## config.mk

```make
export PLATFORM = sky130hd
export DESIGN_NAME = uart_rx_fifo_flat
export DESIGN_NICKNAME = d
export VERILOG_FILES = /design/src/rtl/uart_pkg.sv /design/src/rtl/uart_rx_fifo_if.sv /design/src/rtl/uart_sat_cnt.sv /design/src/rtl/uart_rx_fifo.sv /design/src/flat_wrapper.sv
export SDC_FILE = /design/constraint.sdc
export NUM_CORES = 1
export LEC_CHECK = 0
export CAP_MARGIN = 20
export CELL_PAD_IN_SITES_DETAIL_PLACEMENT = 1
export CELL_PAD_IN_SITES_GLOBAL_PLACEMENT = 1
export CORE_UTILIZATION = 35
export CTS_BUF_LIST = sky130_fd_sc_hd__clkbuf_4 sky130_fd_sc_hd__clkbuf_8
export DETAILED_ROUTE_END_ITERATION = 8
export GPL_ROUTABILITY_DRIVEN = 0
export PLACE_DENSITY_LB_ADDON = 0.1
export SETUP_SLACK_MARGIN = 0.1
export SLEW_MARGIN = 10
export SYNTH_ARGS = -nofsm -noshare
export SYNTH_HDL_FRONTEND = slang
export SYNTH_SLANG_ARGS = --single-unit
```

## constraint.sdc

```tcl
create_clock -name clk_50mhz -period 2.5 [get_ports clk_50mhz]
set_input_delay 0.5 -clock clk_50mhz [delete_from_list [all_inputs] [get_ports clk_50mhz]]
set_output_delay 0.5 -clock clk_50mhz [all_outputs]
set_load 0.02 [all_outputs]
```

## src/rtl/uart_pkg.sv

```systemverilog
// uart_pkg: shared UART widths and the FIFO level-width helper.
//   UART_DATA_W  byte width carried by the receive path
//   UART_STAT_W  width of the saturating statistics counters
//   lvl_w()      bits needed to count 0..depth entries
package uart_pkg;
    localparam int UART_DATA_W = 8;
    localparam int UART_STAT_W = 8;

    function automatic int lvl_w(input int depth);
        return $clog2(depth) + 1;
    endfunction
endpackage

```

## src/rtl/uart_rx_fifo_if.sv

```systemverilog
// uart_rx_fifo_if: receiver-to-host bus around the receive FIFO.
//   rx_data_in/rx_ready/rx_error  receiver strobes into the FIFO
//   rd_en/ovr_clr                 host pop and overrun clear
//   rd_data/empty/full/almost_full/level/overrun  FIFO status to host
//   stats_clr/ovr_cnt/ferr_cnt    statistics, only with UART_RX_FIFO_STATS_EN
//   master: the side feeding the FIFO; slave: the FIFO itself
interface uart_rx_fifo_if import uart_pkg::*; #(parameter int DEPTH = 16);
    logic [UART_DATA_W-1:0] rx_data_in;
    logic                   rx_ready;
    logic                   rx_error;
    logic                   rd_en;
    logic                   ovr_clr;
    logic [UART_DATA_W-1:0] rd_data;
    logic                   empty;
    logic                   full;
    logic                   almost_full;
    logic [lvl_w(DEPTH)-1:0] level;
    logic                   overrun;
`ifdef UART_RX_FIFO_STATS_EN
    logic                   stats_clr;
    logic [UART_STAT_W-1:0] ovr_cnt;
    logic [UART_STAT_W-1:0] ferr_cnt;
`endif

    modport master (
        output rx_data_in, rx_ready, rx_error, rd_en, ovr_clr,
        input  rd_data, empty, full, almost_full, level, overrun
`ifdef UART_RX_FIFO_STATS_EN
        , output stats_clr, input ovr_cnt, ferr_cnt
`endif
    );

    modport slave (
        input  rx_data_in, rx_ready, rx_error, rd_en, ovr_clr,
        output rd_data, empty, full, almost_full, level, overrun
`ifdef UART_RX_FIFO_STATS_EN
        , input stats_clr, output ovr_cnt, ferr_cnt
`endif
    );
endinterface

```

## src/rtl/uart_sat_cnt.sv

```systemverilog
// uart_sat_cnt: UART_STAT_W-bit counter that sticks at all-ones; clr beats inc.
//   clk_50mhz, rst_n  clock and synchronous active-low reset
//   inc               count one event
//   clr               zero the counter
//   cnt               current count
module uart_sat_cnt import uart_pkg::*; (
    input  logic                   clk_50mhz,
    input  logic                   rst_n,
    input  logic                   inc,
    input  logic                   clr,
    output logic [UART_STAT_W-1:0] cnt
);
    always_ff @(posedge clk_50mhz)
        if (!rst_n || clr)
            cnt <= '0;
        else if (inc && cnt != '1)
            cnt <= cnt + UART_STAT_W'(1);
endmodule

```

## src/rtl/uart_rx_fifo.sv

```systemverilog
// uart_rx_fifo: first-word-fall-through byte FIFO behind the UART receiver.
//   clk_50mhz, rst_n  clock and synchronous active-low reset
//   bus               uart_rx_fifo_if slave: receiver strobes in, host pop/status out
//   DEPTH             entries (power of two, >= 2); AFULL_LEVEL almost_full threshold
//   Define UART_RX_FIFO_STATS_EN to add the overrun/frame-error counters.
module uart_rx_fifo import uart_pkg::*; #(
    parameter int DEPTH       = 16,
    parameter int AFULL_LEVEL = DEPTH - 4
) (
    input  logic          clk_50mhz,
    input  logic          rst_n,
    uart_rx_fifo_if.slave bus
);
    localparam int AW = $clog2(DEPTH);
    localparam int LW = lvl_w(DEPTH);
    localparam logic [LW-1:0] FULL_L = LW'(DEPTH);
    localparam logic [LW-1:0] AF_L   = LW'(AFULL_LEVEL);

    logic [UART_DATA_W-1:0] mem [DEPTH];
    logic [AW-1:0] wptr, rptr;
    logic [LW-1:0] lvl;
    logic          ovr;
    logic          push, pop, drop;

    // a same-cycle pop frees the slot, so a full FIFO still accepts the push
    assign pop  = bus.rd_en && lvl != '0;
    assign push = bus.rx_ready && (lvl != FULL_L || bus.rd_en);
    assign drop = bus.rx_ready && lvl == FULL_L && !bus.rd_en;

    always_ff @(posedge clk_50mhz)
        if (!rst_n) begin
            wptr <= '0;
            rptr <= '0;
            lvl  <= '0;
            ovr  <= 1'b0;
        end else begin
            if (push) begin
                mem[wptr] <= bus.rx_data_in;
                wptr      <= wptr + AW'(1);
            end
            if (pop)
                rptr <= rptr + AW'(1);
            lvl <= (push && !pop) ? lvl + LW'(1) : (pop && !push) ? lvl - LW'(1) : lvl;
            // a drop in the same cycle as the clear keeps the flag set
            ovr <= drop || (ovr && !bus.ovr_clr);
        end

    assign bus.empty       = lvl == '0;
    assign bus.full        = lvl == FULL_L;
    assign bus.almost_full = lvl >= AF_L;
    assign bus.level       = lvl;
    assign bus.overrun     = ovr;
    assign bus.rd_data     = (lvl == '0) ? '0 : mem[rptr];

`ifdef UART_RX_FIFO_STATS_EN
    uart_sat_cnt u_ovr_cnt (
        .clk_50mhz(clk_50mhz), .rst_n(rst_n), .inc(drop),
        .clr(bus.stats_clr), .cnt(bus.ovr_cnt)
    );
    uart_sat_cnt u_ferr_cnt (
        .clk_50mhz(clk_50mhz), .rst_n(rst_n), .inc(bus.rx_error),
        .clr(bus.stats_clr), .cnt(bus.ferr_cnt)
    );
`else
    // frame errors carry no data and are only counted in the stats build
    logic unused_rx_error;
    assign unused_rx_error = bus.rx_error;
`endif
endmodule

```

## src/flat_wrapper.sv

```systemverilog
// flat-port wrapper written by rule: the top's interface ports become plain ports
module uart_rx_fifo_flat import uart_pkg::*;
#(
    parameter int DEPTH       = 16,
    parameter int AFULL_LEVEL = DEPTH - 4
)
  (clk_50mhz, rst_n, bus_rx_data_in, bus_rx_ready, bus_rx_error, bus_rd_en, bus_ovr_clr, bus_rd_data, bus_empty, bus_full, bus_almost_full, bus_level, bus_overrun);
  uart_rx_fifo_if #(.DEPTH(DEPTH)) bus_i ();
  input  logic clk_50mhz;
  input  logic rst_n;
  input wire logic [$bits(bus_i.rx_data_in)-1:0] bus_rx_data_in;
  input wire logic [$bits(bus_i.rx_ready)-1:0] bus_rx_ready;
  input wire logic [$bits(bus_i.rx_error)-1:0] bus_rx_error;
  input wire logic [$bits(bus_i.rd_en)-1:0] bus_rd_en;
  input wire logic [$bits(bus_i.ovr_clr)-1:0] bus_ovr_clr;
  output wire logic [$bits(bus_i.rd_data)-1:0] bus_rd_data;
  output wire logic [$bits(bus_i.empty)-1:0] bus_empty;
  output wire logic [$bits(bus_i.full)-1:0] bus_full;
  output wire logic [$bits(bus_i.almost_full)-1:0] bus_almost_full;
  output wire logic [$bits(bus_i.level)-1:0] bus_level;
  output wire logic [$bits(bus_i.overrun)-1:0] bus_overrun;
  assign bus_i.rx_data_in = bus_rx_data_in;
  assign bus_i.rx_ready = bus_rx_ready;
  assign bus_i.rx_error = bus_rx_error;
  assign bus_i.rd_en = bus_rd_en;
  assign bus_i.ovr_clr = bus_ovr_clr;
  assign bus_rd_data = bus_i.rd_data;
  assign bus_empty = bus_i.empty;
  assign bus_full = bus_i.full;
  assign bus_almost_full = bus_i.almost_full;
  assign bus_level = bus_i.level;
  assign bus_overrun = bus_i.overrun;
  uart_rx_fifo #(.DEPTH(DEPTH), .AFULL_LEVEL(AFULL_LEVEL)) u_core (.clk_50mhz(clk_50mhz), .rst_n(rst_n), .bus(bus_i));
endmodule
```

Word level (Yosys, flattened, before mapping)

Memories as Yosys holds them, arrays and structs flattened. A register that Yosys moved wholly into a read port is not among the register bits.
Index checks and enable logic that the tools add are counted.

Bits in registers: 14
Latch bits: 0
Memory bits (writable): 128
ROM bits: 0
Input port bits: 14
Output and inout port bits: 17
Logic and storage cells: 36
Memories kept: 1

Memories:

| memory     | words | width | read ports | clocked after memory_dff | write ports | RTL line           | text |
|---|---|---|---|---|---|---|---|
| u_core.mem | 16    | 8     | 1          | 1                        | 1           | uart_rx_fifo.sv:19 | `logic [UART_DATA_W-1:0] mem [DEPTH];` |

$add $sub $neg: 4
Multipliers: 0
Divide/modulo/power cells: 0
Order comparisons: 1
Eq/ne operators: 2
Shift-type cells: 0
Muxes and demuxes: 8
Bitwise gates (word level): 0
Reductions and logical operators: 16

Operator list:

| operator            | count |
|---|---|
| $mux 5              | 2 |
| $add 4x1->4 const B | 2 |
| $mux 4              | 2 |
| $mux 8              | 1 |
| $logic_and 1x1->1   | 7 |
| $add 5x1->5 const B | 1 |
| $eq 5x5->1 const B  | 1 |
| $ge 5x4->1 const B  | 1 |
| $logic_not 5->1     | 1 |
| $ne 5x5->1 const B  | 1 |
| $reduce_bool 5->1   | 1 |
| $sub 5x1->5 const B | 1 |
| $logic_not 1->1     | 4 |
| $mux 1              | 3 |
| $logic_or 1x1->1    | 2 |
| $reduce_bool 2->1   | 1 |

Logic depth before layout (Yosys ltp)

Gate-level depths: netlist of the first run.

Depth after elaboration: 7
Depth in mapped cells: 11
Mapped depth without buffers: 9

Worst setup path after synthesis of the first run

No wires, ideal clock.

Path kind: reg-to-reg
Start point: register u_core.lvl[0] (netlist: u_core.bus.level[0])
End point: register u_core.lvl[3] (netlist: u_core.bus.level[3])
Setup time: 0.062 ns
Arrival time: 2.753 ns
Data required time: 2.438 ns
Setup slack: -0.316 ns
Cell stages (with the launch flop): 10
Path buffers: 2
Period minus slack after synthesis: 2.816 ns
Path through: dfxtp_1 > or4_4 > buf_6 > o31a_1 > buf_6 > ha_1 > inv_1 > ha_1 > or4b_2 > nand3_1

Cells in the longest elaborated chain, start to end: 6
Elaborated cells between the ends (all ways): 14
Classes of those cells: add/sub: 2; eq/ne: 1; mux: 2; reduce/logical: 9

Ends and longest elaborated chain:

| element                            | RTL line           | text |
|---|---|---|
| from (decl)                        | uart_rx_fifo.sv:21 | `logic [LW-1:0] lvl;` |
| from (signal assigned)             | uart_rx_fifo.sv:43 | `lvl <= (push && !pop) ? lvl + LW'(1) : (pop && !push) ? lvl - LW'(1) : lvl;` |
| $ne 5x5->1 (*)                     | uart_rx_fifo.sv:27 | `assign push = bus.rx_ready && (lvl != FULL_L \|\| bus.rd_en);` |
| $logic_or 1x1->1 (*)               | uart_rx_fifo.sv:27 |  |
| $logic_and 1x1->1 (*)              | uart_rx_fifo.sv:27 |  |
| net u_core.push                    | uart_rx_fifo.sv:23 | `logic push, pop, drop;` |
| $logic_not 1->1                    | uart_rx_fifo.sv:43 |  |
| $logic_and 1x1->1                  | uart_rx_fifo.sv:43 |  |
| $reduce_bool 2->1 (no source line) | -                  |  |

The timed path passes the listed nets; every way through them passes the cells marked *. The select of a mux whose other input is x is not followed.
A chain may end at the register's enable or synchronous reset.

==> metrics.txt, run 1 <==
share of synthesized area occupied by flip-flops and latches=between 70% and 80%; final worst path period share=105%; antenna violations before repair=0; Starting Density=a little over a third; floorplan die height=132 microns; main area contributors after synthesis=sky130_fd_sc_hd__edfxtp_1, sky130_fd_sc_hd__mux4_2, sky130_fd_sc_hd__dfxtp_1; largest family of logic cells by synthesized area=multiplexers; worst slack on hold paths=slightly below 0.5 ns; post-route standard cell area excluding fillers=approximately 0.0073 sq mm; average wire per standard cell=20.6 microns; type of the worst min-delay path=reg -> reg; critical path launch point type=register; Starting DRT DRC Count=206; Stages on worst setup path=6; yosys warns=0; critical setup path kind=reg -> out; VDD IR max=0.000386 V; Worst Tran Pin Value=0.589 ns; Critical Path Most Common Cell=sky130_fd_sc_hd__a211oi_2; post-synthesis compound-gate area fraction=roughly 3.7%; share of the synthesized netlist area taken by xor and xnor gates=less than 1%; number of diodes=0; Crit Reg-Reg Startpoint=u_core.bus.level[0]; post-layout min period=2.63 ns; count of cell types in the netlist=38; highest clock rate=380 MHz; post-synthesis instance total=approximately 320; CTS H-tree depth=4; accumulated negative setup slack=-0.675 ns; total CTS buffers=17; relative area change from synthesis to final layout=24.5%; worst slew margin relative to its limit=approximately three fifths; Max Used Layer=met4; number of enable-type register cells in the synthesized netlist=128; async set-or-reset flop fraction in the synthesized netlist=0%; pin count of the biggest net entering global routing=18; clock sink total=146; final worst clock skew=0.0149 ns; wire length of the first global-routing pass=20.3 mm; depth of the most critical reg-to-reg path=9; fraction of the mapped netlist area in adder cells=2.25%; Setup crit end kind=primary output; core outline area=0.0165 sq mm; total via count in the routed design=3102; remaining routing DRC violations=0; ratio of total power to cell area=roughly 900 mW/mm^2; total wirelength of the detailed-routed design=13.0 mm; setup repair after global routing missed its margin=yes; reg-to-reg setup timing slack=roughly 0.07 ns; library cell occupying the most area in the post-synthesis netlist=sky130_fd_sc_hd__edfxtp_1; required time of the worst setup path=2.00 ns; die width=about 130 microns; HPWL reported at the end of detailed placement=8.27 mm; number of top-level design ports=31; Synth Cell Area=0.00590 sq mm; capturing point of the worst reg2reg path=u_core.bus.level[3]; mean number of vias per cell=4.91; iteration count of the initial detailed-routing pass=6; global-route congestion overflow total=0; Min-Delay Path Depth=2; Max stage delay cell, worst path=sky130_fd_sc_hd__mux4_2; largest fanout on the critical path=6; number of endpoints failing setup at the final stage=8; Cell Chain, Critical Path=buf_12 > mux4_2 > nor2b_4 > a211oi_2 > a211oi_2 > buf_4; simple-gate share of the synthesized area=between 5 and 6%; number of buffers inserted by hold repair at cts=0; Yosys reg bits=~150; prevailing post-synth register cell=sky130_fd_sc_hd__edfxtp_1; Skew-Pair Late Insertion Delay=0.45 ns; TritonCTS clock tree=built; final-stage net count=424; net count after synthesis=346; CTS root buffer=sky130_fd_sc_hd__clkbuf_8; met3 wire length=around 390 microns; violated checks=negative setup slack; number of buffer and inverter stages on the critical path=2; Hold Violations, Final=0; result of the run=finished, violations left; worst hold path endpoint=u_core.bus.overrun; post-CTS clock slew at the launch and capture registers of the worst setup and hold paths=0.08 ns; ratio of cells with drive above 1 in the final layout=37.9%; post-detailed-placement cell area=0.00681 sq mm; reported leakage power=2.41 nW; vias in the first global route=between 3000 and 4000; crit path setup slack, layout=-0.134 ns; CTS max path bufs=2; Worst Min Path Start=u_core.bus.overrun; multiplexer share of the synthesized area=about 14%; met2 wirelength from detailed routing=roughly 6.7 mm; count of max-cap constraint violations=0; area fraction of the dominant cell type after synthesis=65.2%; Total Routing Usage GR=16.4%; IO Port Bufs=29; total power=~6.6 mW; worst stage delay on the critical path=~0.51 ns; metal1 wirelength=5.82 mm; floorplan die area=0.0174 sq mm; cell family contributing the most delay on the critical path=multiplexers; max-slew violations=0; crit path DAT=between 2 and 2.5 ns; antenna viol nets, final=0; mean instance size in the synthesized netlist=about 18 sq um; final design utilization=44.5%; Site Rows=47
## how the worst max path moves through the flow
stage | startpoint | end | slack, ns
finish | register | bus_rd_data[0] | -0.13
floorplan | u_core.bus.level[1] | u_core.bus.level[3] | -0.1
CTS | register | bus_rd_data[0] | -0.19
global placement | register | bus_rd_data[2] | -0.13
detailed placement | register | bus_rd_data[0] | -0.17
global route | register | bus_rd_data[0] | -0.21
## sequential cells by signal, summed over array words and instances, names as in the netlist, named ones only
register            flops
u_core.mem            128
u_core.wptr             4
u_core.rptr             4
u_core.bus.overrun      1
u_core.bus.level        5
## kinds of logic (layout without fill, tap and decap cells)
kind of cell / after synthesis / after routing
adders and majority gates: 10 / 10
DFF: 146 / 146
and+or+nand+nor: 65 / 65
buffers and inverters: 22 / 112
muxes: 45 / 45
AOI/OAI and AO/OA: 29 / 29
xor gates and xnor gates: 5 / 5
## cells in the mapped netlist, types with 6 or more instances
cell	n
sky130_fd_sc_hd__nor2b_1	10
sky130_fd_sc_hd__mux4_2	32
sky130_fd_sc_hd__nor2_1	19
sky130_fd_sc_hd__nand3_1	6
sky130_fd_sc_hd__buf_2	6
sky130_fd_sc_hd__dfxtp_1	18
sky130_fd_sc_hd__ha_1	9
sky130_fd_sc_hd__and2_1	6
sky130_fd_sc_hd__edfxtp_1	128
sky130_fd_sc_hd__clkbuf_1	6
sky130_fd_sc_hd__a211oi_1	17
sky130_fd_sc_hd__nand2_1	11
sky130_fd_sc_hd__mux2i_1	13
## stage by stage
stage | instances | setup WS, ns
6_report | 632 | -0.134
5_1_grt | 632 | -0.214
4_1_cts | 632 | -0.187
3_5_place_dp | 594 | -0.167
3_3_place_gp | 594 | -0.128
2_1_floorplan | 322 | -0.0992
## area by class of cell
cell class              instances  area, sq um
clock buffers                  21          264
clock inverters                10         45.0
fillers                      1604         9180
inverters                       4         20.0
multi-input cells             154         1790
flip-flops and latches        146         4220
well taps                     220          275
repair buffers                 77          734
## cells in the final DEF, fill, tap and decap left out, types with 4 or more instances in the layout
master,n
sky130_fd_sc_hd__and2_1,6
sky130_fd_sc_hd__buf_6,4
sky130_fd_sc_hd__edfxtp_1,128
sky130_fd_sc_hd__ha_1,5
sky130_fd_sc_hd__buf_2,4
sky130_fd_sc_hd__mux2i_1,8
sky130_fd_sc_hd__xnor2_1,5
sky130_fd_sc_hd__nor2_1,17
sky130_fd_sc_hd__buf_12,8
sky130_fd_sc_hd__buf_4,41
sky130_fd_sc_hd__nor2b_1,6
sky130_fd_sc_hd__a211oi_2,11
sky130_fd_sc_hd__a211oi_1,6
sky130_fd_sc_hd__nand2_1,11
sky130_fd_sc_hd__dfxtp_1,14
sky130_fd_sc_hd__clkinv_1,6
sky130_fd_sc_hd__clkbuf_4,4
sky130_fd_sc_hd__nand3_1,5
sky130_fd_sc_hd__clkdlybuf4s50_1,19
sky130_fd_sc_hd__clkbuf_8,17
sky130_fd_sc_hd__dfxtp_4,4
sky130_fd_sc_hd__mux4_2,32
sky130_fd_sc_hd__ha_4,4
## worst register-to-register path: stages, from the launching register on
cell and delay [ns]:
sky130_fd_sc_hd__dfxtp_4 0.34, sky130_fd_sc_hd__or4_4 0.60, sky130_fd_sc_hd__o31a_1 0.32, sky130_fd_sc_hd__ha_4 0.20, sky130_fd_sc_hd__inv_6 0.08, sky130_fd_sc_hd__ha_4 0.12, sky130_fd_sc_hd__a21o_1 0.11, sky130_fd_sc_hd__a21oi_2 0.06
sky130_fd_sc_hd__or4b_4 0.48, sky130_fd_sc_hd__nand3_2 0.07
## report_power, final
group          internal (mW)  total (mW)  switching, mW
Combinational           1.16        2.25           1.09
Clock                  0.696        1.53          0.832
Sequential              2.75        2.84         0.0877
## repair_timing
item	CTS	global route
cloned	1	0
endpoints found under the setup margin	12	12
hold endpoints to repair	0	0
buffers inserted	6	1
pin swaps	18	6
resized for setup	80	10
## layer usage
layer	GRT usage (%)	up-vias
met5	0	-
met2	27.4	50
li1	-	1428
met4	5.75	0
met3	4.23	6
met1	20.6	1618
Power figures use the tool's default switching activity.
==> inputs of run 2 (changes only) <==
Settings changed: GPL_ROUTABILITY_DRIVEN 0 to not set, GPL_TIMING_DRIVEN set to 0.
Clock period 2.5 ns to 2.13 ns, I/O delays scaled along.
==> metrics.txt, run 2 (synthesized netlist as in run 1, its figures left out) <==
reported leakage power=2.50 nW; switching power total=2.60 mW; floorplan die area=0.0174 sq mm; critical path launch point type=register; DP Cell Count=571; final-stage net count=416; worst stage delay on the critical path=about 0.50 ns; remaining routing DRC violations=0; worst slew margin relative to its limit=58.1%; accumulated negative setup slack=-5.29 ns; portion of total power attributed to sequential cells=37.7%; violated checks=negative setup slack; Worst Tran Pin Value=0.627 ns; total wirelength of the detailed-routed design=13.5 mm; HPWL reported at the end of detailed placement=8.55 mm; setup repair after global routing missed its margin=yes; Skew-Pair Late Insertion Delay=about 0.44 ns; die width=132 microns; Largest Register=u_core.mem; Cell Chain, Critical Path=buf_12 > buf_16 > mux4_2 > nor2b_4 > a211oi_2 > a211oi_2 > buf_4; antenna violations before repair=0; count of max-cap constraint violations=0; IO Port Bufs=29; total via count in the routed design=slightly above 3000; Clock power frac=25.9%; post-CTS clock slew at the launch and capture registers of the worst setup and hold paths=0.08 ns; highest clock rate=387 MHz; non-filler instance count after layout=about 630; TritonCTS clock tree=built; wire length of the first global-routing pass=roughly 21 mm; pre-CTS worst setup slack=-1.04 ns; antenna viol nets, final=0; VDD IR max=about 0.00048 V; max-slew violations=0; Setup crit end kind=primary output; ratio of cells with drive above 1 in the final layout=44.7%; post-layout min period=between 2 and 3 ns; required time of the worst setup path=1.70 ns; switching share of power=29.6%; core outline area=0.0165 sq mm; pin count of the biggest net entering global routing=17; number of top-level design ports=31; relative area change from synthesis to final layout=30.6%; iteration count of the initial detailed-routing pass=4; number of buffers inserted by hold repair at cts=0; filler instances=~1500; critical setup path kind=reg -> out; result of the run=finished, violations left; mean number of vias per cell=4.99; clock sink total=146; CTS root buffer=sky130_fd_sc_hd__clkbuf_8; leading cell type in the layout, fill and taps excluded=sky130_fd_sc_hd__edfxtp_1; Starting Density=35.7%; Starting DRT DRC Count=235; Max stage delay cell, worst path=sky130_fd_sc_hd__mux4_2; final worst path period share=121%; number of endpoints failing setup at the final stage=14; crit path setup slack, layout=-0.456 ns; type of the worst min-delay path=reg -> reg; Site Rows=47; Total Routing Usage GR=16.8%; internal power=slightly above 6 mW; RePlAce Congestion=0.665; share of power burned in combinational logic=36.4%; floorplan die height=132 microns; CTS H-tree depth=4; largest fanout on the critical path=6; vias in the first global route=3375; Critical Path Most Common Cell=sky130_fd_sc_hd__a211oi_2; CTS max path bufs=2; global-route congestion overflow total=0; average wire per standard cell=21.5 microns; crit path DAT=2.16 ns; max reg flops=128; final worst clock skew=roughly 0.012 ns; ratio of total power to cell area=around 1100 mW/mm^2; top library cells by usage in the layout, fill and taps aside=sky130_fd_sc_hd__edfxtp_1, sky130_fd_sc_hd__mux4_2, sky130_fd_sc_hd__buf_4, sky130_fd_sc_hd__nor2_4; number of diodes=0; total CTS buffers=17; Hold Violations, Final=0
[run 2: changes by cell type in the layout (fill, tap and decap cells not counted), moves of 4 or more]
cell / previous run / this run
sky130_fd_sc_hd__clkbuf_2: 0 / 4
sky130_fd_sc_hd__a211oi_2: 11 / 15
sky130_fd_sc_hd__buf_4: 41 / 19
sky130_fd_sc_hd__bufinv_16: 0 / 4
sky130_fd_sc_hd__nand2_8: 0 / 4
sky130_fd_sc_hd__dfxtp_2: 0 / 4
sky130_fd_sc_hd__nor2_4: 0 / 18
sky130_fd_sc_hd__a211oi_1: 6 / 2
sky130_fd_sc_hd__nor2_1: 17 / 1
sky130_fd_sc_hd__buf_6: 4 / 11
[run 2: cell type report]
type | instances | area [sq um] | share of cell area (%)
Sequential cell | 146 | 4220 | 54.8
Multi-Input combinational cell | 154 | 2020 | 26.3
Timing Repair Buffer | 53 | 548 | 7.12
Tap cell | 220 | 275 | 3.57
Clock buffer | 18 | 241 | 3.14
Buffer | 16 | 204 | 2.65
Clock inverter | 14 | 169 | 2.19
Inverter | 4 | 22.5 | 0.292
[run 2: what timing repair did]
action | CTS | global route
pin swaps | 41 | 23
setup buffers | 14 | 8
gates cloned | 2 | 0
endpoints found under the setup margin | 145 | 148
gates resized for setup | 193 | 9
[run 2: final timing paths]
check / slack [ns] / cells after the start / startpoint / to
setup / recovery: -0.46 / 7 / register / bus_rd_data[5]
hold / removal: 0.48 / 2 / u_core.bus.overrun / u_core.bus.overrun
setup reg to reg: -0.44 / 11 / u_core.bus.level[1] / u_core.bus.level[3]
hold reg to reg: 0.48 / 2 / u_core.bus.overrun / u_core.bus.overrun
[run 2: per-stage QoR]
stage          hold WS, ns  power, mW  utilization (%)  instance area (sq um)
2_1_floorplan        0.469       4.81                -                   5970
3_3_place_gp         0.469       5.56             39.5                   6530
3_5_place_dp         0.482       5.60             39.5                   6530
4_1_cts              0.495       8.71             46.0                   7610
5_1_grt              0.511       9.16             46.6                   7700
6_report             0.476       8.78             46.6                   7700
[run 2: layer usage]
metal	part of all wire [%]	track usage (%)	vias to the layer above
met5	0	0	-
met2	51	28.0	52
met3	3.0	4.31	9
li1	-	-	1415
met1	45	21.8	1643
met4	0.99	5.04	0
[run 2: power groups by stage]
stage,sequential [mW],clock (mW),combinational (mW)
floorplan,3.39,0,1.42
global placement,3.37,0,2.19
detailed placement,3.37,0,2.23
CTS,3.31,2.32,3.08
global route,3.33,2.43,3.40
finish,3.31,2.27,3.19
[run 2: worst max-delay path: cells and delay by family, from the launching register on]
family                 cells  cell delay, ns
multiplexers               1            0.50
buffers and inverters      3            0.44
flip-flops                 1            0.34
AO/OA/AOI/OAI              2            0.29
AND/OR/NAND/NOR            1            0.14
